**src/rtl/fp32_divider_seq_pkg.sv**
```systemverilog
// Shared FP32 definitions for the sequential divider.
//   EXP_W / MAN_W  : IEEE 754 single-precision field widths
//   BIAS           : exponent bias
//   EXP_ALL_ONES   : exponent pattern used for the divide-by-zero result
//   CNT_INIT       : first value of the quotient-bit counter (25 bits total)
//   state_t        : divider FSM state encoding
package fp32_divider_seq_pkg;

  localparam int EXP_W = 8;
  localparam int MAN_W = 23;

  localparam logic [EXP_W-1:0] BIAS         = 8'd127;
  localparam logic [EXP_W-1:0] EXP_ALL_ONES = 8'hFF;

  localparam logic [4:0] CNT_INIT = 5'd24;

  typedef enum logic [1:0] {
    ST_IDLE = 2'd0,
    ST_CALC = 2'd1,
    ST_NORM = 2'd2,
    ST_DONE = 2'd3
  } state_t;

endpackage

```
**src/rtl/fp32_div_step.sv**
```systemverilog
// One combinational restoring-division step.
//   rem_in  : partial remainder entering this step (always < 2*divisor)
//   divisor : {1, divisor mantissa}
//   rem_out : remainder after the optional subtract, shifted left one place
//   q_bit   : quotient bit produced by this step (1 = subtract succeeded)
module fp32_div_step
  import fp32_divider_seq_pkg::*;
(
  input  logic [MAN_W+2:0] rem_in,
  input  logic [MAN_W:0]   divisor,
  output logic [MAN_W+2:0] rem_out,
  output logic             q_bit
);

  logic [MAN_W+2:0] trial;

  // 26-bit trial subtract: the top bit is the borrow, so a clear MSB means
  // the divisor fitted.
  assign trial   = rem_in - {2'b00, divisor};
  assign q_bit   = ~trial[MAN_W+2];
  assign rem_out = (q_bit ? trial : rem_in) << 1;

endmodule

```
**src/rtl/fp32_divider_seq.sv**
```systemverilog
// Sequential IEEE 754 single-precision divider (C = A / B).
//   clk   : clock, rising edge
//   rst   : asynchronous active-high reset
//   start : request, only looked at while idle
//   A, B  : dividend / divisor, captured when start is accepted
//   busy  : high whenever the FSM is not idle
//   done  : one-cycle pulse, C valid in that cycle
//   C     : quotient, held until the next done
// Handshake: start is accepted on the rising edge where busy=0 and start=1;
// exactly one done pulse follows 27 edges later unless rst intervenes.
// Mantissa is truncated, exponent wraps modulo 256, denormals read as zero.
module fp32_divider_seq
  import fp32_divider_seq_pkg::*;
(
  input  logic        clk,
  input  logic        rst,
  input  logic        start,
  input  logic [31:0] A,
  input  logic [31:0] B,
  output logic        busy,
  output logic        done,
  output logic [31:0] C
);

  state_t            state;
  logic [31:0]       a_q;
  logic [31:0]       b_q;
  logic [MAN_W+2:0]  rem_q;
  logic [MAN_W+1:0]  quo_q;
  logic [4:0]        cnt_q;

  logic [MAN_W+2:0]  step_in;
  logic [MAN_W+2:0]  step_rem;
  logic              step_bit;

  logic              sign;
  logic [EXP_W-1:0]  exp_diff;
  logic [EXP_W-1:0]  norm_exp;
  logic [MAN_W-1:0]  norm_man;
  logic [31:0]       result;

  assign busy = (state != ST_IDLE);

  // The remainder register is cleared on accept; the first step instead
  // starts from the dividend significand {1, A man}.
  assign step_in = (cnt_q == CNT_INIT) ? {2'b00, 1'b1, a_q[MAN_W-1:0]} : rem_q;

  fp32_div_step u_step (
    .rem_in  (step_in),
    .divisor ({1'b1, b_q[MAN_W-1:0]}),
    .rem_out (step_rem),
    .q_bit   (step_bit)
  );

  // Result formatting: q[24] tells whether the significand ratio was >= 1.
  always_comb begin
    sign     = a_q[31] ^ b_q[31];
    exp_diff = a_q[30:23] - b_q[30:23];
    norm_exp = quo_q[MAN_W+1] ? (exp_diff + BIAS) : (exp_diff + (BIAS - 8'd1));
    norm_man = quo_q[MAN_W+1] ? quo_q[MAN_W:1] : quo_q[MAN_W-1:0];
    result   = {sign, norm_exp, norm_man};
    if (b_q[30:23] == '0) begin
      result = {sign, EXP_ALL_ONES, {MAN_W{1'b0}}};
    end else if (a_q[30:23] == '0) begin
      result = {sign, 31'd0};
    end
  end

  always_ff @(posedge clk or posedge rst) begin
    if (rst) begin
      state <= ST_IDLE;
      a_q   <= '0;
      b_q   <= '0;
      rem_q <= '0;
      quo_q <= '0;
      cnt_q <= '0;
      C     <= '0;
      done  <= 1'b0;
    end else begin
      done <= 1'b0;
      case (state)
        ST_IDLE: begin
          if (start) begin
            a_q   <= A;
            b_q   <= B;
            rem_q <= '0;
            quo_q <= '0;
            cnt_q <= CNT_INIT;
            state <= ST_CALC;
          end
        end
        ST_CALC: begin
          rem_q <= step_rem;
          quo_q <= {quo_q[MAN_W:0], step_bit};
          cnt_q <= cnt_q - 5'd1;
          if (cnt_q == 5'd0) begin
            state <= ST_NORM;
          end
        end
        ST_NORM: begin
          C     <= result;
          state <= ST_DONE;
        end
        ST_DONE: begin
          // done is registered, so the pulse appears in the cycle after
          // DONE, which is already idle and may accept the next start.
          done  <= 1'b1;
          state <= ST_IDLE;
        end
        default: state <= ST_IDLE;
      endcase
    end
  end

endmodule

```
**config.mk**
```make
export PLATFORM = sky130hd
export DESIGN_NAME = fp32_divider_seq
export DESIGN_NICKNAME = d
export VERILOG_FILES = /design/src/rtl/fp32_divider_seq_pkg.sv /design/src/rtl/fp32_div_step.sv /design/src/rtl/fp32_divider_seq.sv
export SDC_FILE = /design/constraint.sdc
export NUM_CORES = 1
export LEC_CHECK = 0
export ABC_AREA = 1
export CAP_MARGIN = 15
export CORE_ASPECT_RATIO = 1.1
export CORE_MARGIN = 2
export CORE_UTILIZATION = 40
export CTS_CLUSTER_SIZE = 20
export DETAILED_ROUTE_END_ITERATION = 8
export PLACE_DENSITY = 0.64
export SKIP_LAST_GASP = 1
export SYNTH_ARGS = -nofsm -noshare
export SYNTH_HDL_FRONTEND = slang
export SYNTH_SLANG_ARGS = --single-unit
```
**constraint.sdc**
```tcl
create_clock -name clk -period 9.6 [get_ports clk]
set_clock_uncertainty 0.2 [all_clocks]
set_input_delay 1.92 -clock clk [delete_from_list [all_inputs] [get_ports clk]]
set_output_delay 1.92 -clock clk [all_outputs]
set_load 0.03 [all_outputs]
```
==> results.toml <==
[outcome]
status = "complete, no violations"

[placement]
gp_congestion = 0.9301
place_area_sq_mm = 0.009943
io_buffers = 100
dp.final_hpwl_microns = 14860

[synth]
synthFlopType = "dfrtp_1"
synth_seq_cells = 154
syn_inst = 1147
yosysWarnings = 0
yosysTopAreaCell = "dfrtp_1"
async_flop_share_pct = 100.0
yosysTopAreaCellShare_pct = 44.29
synth_edf_count = 0
avgSynthCellArea_sq_um = 7.586
ys_top_cells_by_area = "dfrtp_1 (44%), nand2_1 (12%), inv_1 (6.6%)"
seq_area_frac_synth_pct = 44.29
synth_nets = 1255
netlist_area_sq_mm = 0.008701
ys_types = 36

[floorplanning]
ioPinCount = 101
coreArea_sq_mm = 0.02137
die_x_microns = 144.6
core.rowCount = 56
start_util_pct = 40.71
die_h_microns = 158.7
die-area_sq_mm = 0.02295

[timing]
setup_violations = 0
slew_headroom_pct = 39.66
max_freq_mhz = 241.4
fin_crit_ns = 4.142
fin_crit_sh_pct = 43.15
rsz0062_at_grt = "false"
finalHoldViolations = 0
worstMarginPinSlew_ns = 0.9051
final_max_slew_viol_count = 0
tns_ns = 0

[clock_tree]
root_buffer = "clkbuf_16"
cts_buffers = 17
tritoncts = "built"
hold_buffers = 0
clock_path_buffers = 2
cts_setup_buffers = 0
cts_resized = 0
worstSkewPairLatency_ns = 0.43
clk_pin_slew_worst_paths_ns = 0.06
h-tree-depth = 4
cts_sinks = 154

[cells_and_area]
n_fill_cell = 2131
drive_above_1_share_pct = 5.141
antenna_cells = 0
finalNetCount = 1340
multi_input_area_sq_mm = 0.004083
stdcell_area_sq_mm = 0.01057
seq_area_sq_mm = 0.003854
syn_to_final_growth_pct = 21.43

[grt]
grt_antenna_before_repair = 0
grt_max_degree = 99
grtUsageTotal_pct = 18.80
grt_util_met1_pct = 24.59
use_met3_pct = 3.549
grt_pass1_wl_microns = 34450
use_met2_pct = 32.48
overflow = 0
grt.busiest_layer = "met2"
grt_pass1_vias = 7143

[pwr]
powerDensity_mw_per_mm2 = 368.0
peakVddDrop_v = 0.0001554
leakagePower_nw = 5.087

[setup_path]
start_kind = "primary input"
worstPathCellList = "clkdlybuf4s50_1, or2_2, nand2_1, buf_4, clkinv_1, nand4_1, nand3_1"
cp_slowest_stage_delay_ns = 0.72
cp_top_family = "buffers and inverters"
critPathRequiredTime_ns = 9.70
worst-path-max-fanout = 28
critPathCaptureType = "flip-flop"
path_buf_inv = 3
slowest_stage = "clkinv_1"
worstPathArrival_ns = 4.24
critPathKind = "in2reg"

[routing]
drtAntennaViolNets = 0
drc = 0
via_count = 7439
dr.pass1.iters = 5
viasPerCell = 4.846
drt_iter0_drc = 342
routed_wl_microns = 20450
wl_per_cell_microns = 13.32

[worst_hold_path]
holdCritPathClass = "reg2reg"

[flow_run]
max_cap_viol_count = 0
per-layer routing:
layer / up-vias / wire [microns]
li1: 3860 / -
met1: 3461 / 9658
met2: 109 / 9941
met3: 9 / 695
met4: 0 / 154
met5: - / 0
where the power goes:
| group | switching, mW | leakage, nW | internal [mW] |
|---|---|---|---|
| clock network | 0.280 | 0.304 | 0.427 |
| registers | 0.117 | 1.88 | 0.894 |
| logic | 1.39 | 2.90 | 0.776 |
tightest hold or removal path, delay by kind of cell, from the launching register on:
| kind | cells | cell delay (ns) |
|---|---|---|
| flip-flops | 1 | 0.34 |
| AND/OR/NAND/NOR | 2 | 0.10 |
cells in the final DEF, fill, tap and decap left out, drive strengths merged:
| cell | synthesis | layout |
|---|---|---|
| xor2 | 6 | 6 |
| a21boi | 1 | 1 |
| nand4 | 14 | 14 |
| bufinv | 0 | 3 |
| nand3 | 47 | 47 |
| nor4 | 4 | 4 |
| o21ai | 106 | 106 |
| o22ai | 26 | 26 |
| clkinvlp | 0 | 1 |
| or2 | 1 | 1 |
| inv | 155 | 157 |
| a21oi | 91 | 91 |
| nor3 | 7 | 7 |
| dfrtp | 154 | 154 |
| o211ai | 1 | 1 |
| ha | 39 | 39 |
| clkinv | 3 | 9 |
| clkbuf | 34 | 20 |
| nand3b | 4 | 4 |
| buf | 6 | 6 |
| nand2 | 283 | 283 |
| o21bai | 5 | 5 |
| xnor2 | 13 | 13 |
| mux2 | 13 | 13 |
| a211oi | 1 | 1 |
| nor2 | 128 | 128 |
| o21a | 1 | 1 |
| a21o | 2 | 2 |
| fa | 2 | 2 |
| clkdlybuf4s50 | 0 | 100 |
through the flow:
step                      setup slack, ns  cells  total power [mW]  utilization, %  hold slack, ns
after global routing                5.274   1535             4.270           49.44          0.3001
final                               5.458   1535             3.888           49.44          0.2821
after CTS                           5.459   1535             3.920           49.44          0.2870
after floorplan                     3.330   1147             2.676               -          0.2491
after detailed placement            5.001   1503             3.197           46.53          0.2654
after global placement              5.026   1503             3.151           46.53          0.2669
synth_stat cells (14+ instances only):
library cell and instances:
nand2_1 280, dfrtp_1 154, inv_1 153, nor2_1 126
a21oi_1 90, o21ai_0 89, nand3_1 46, ha_1 39
clkbuf_1 34, o22ai_1 26, o21ai_1 16, nand4_1 14
worst paths after layout:
path	start	endpoint	slack [ns]	cells after the start
setup / recovery	start	rem_q[1]	5.46	7
hold / removal	rem_q[20]	rem_q[20]	0.28	2
setup reg to reg	cnt_q[0]	rem_q[21]	5.71	19
hold reg to reg	rem_q[20]	rem_q[20]	0.28	2
max in group asynchronous	rst	C[28]	6.08	3
min in group asynchronous	rst	b_q[22]	1.87	2
kinds of logic (layout without fill, tap and decap cells):
logic type	after synthesis	in the layout	synth area share (%)
and+or+nand+nor	488	488	22.81
AOI/OAI and AO/OA	234	234	14.32
buffers and inverters	198	296	8.916
DFF	154	154	44.29
adders and majority gates	41	41	6.068
xor gates and xnor gates	19	19	1.913
muxes	13	13	1.682
sequential cells by signal (all words and copies together), names as in the netlist:
signal  cells
rem_q      25
cnt_q       5
state       2
C          32
quo_q      25
b_q        32
a_q        32
done        1
layout make-up:
type,count,share of cell area (%)
inverter,158,5.661
tap,290,3.434
timing repair buffer,106,9.901
clock buffer,20,4.323
clock inverter,12,1.563
sequential,154,36.48
multi-input combinational,795,38.64
Note: power is estimated with default switching activity, not from simulation.
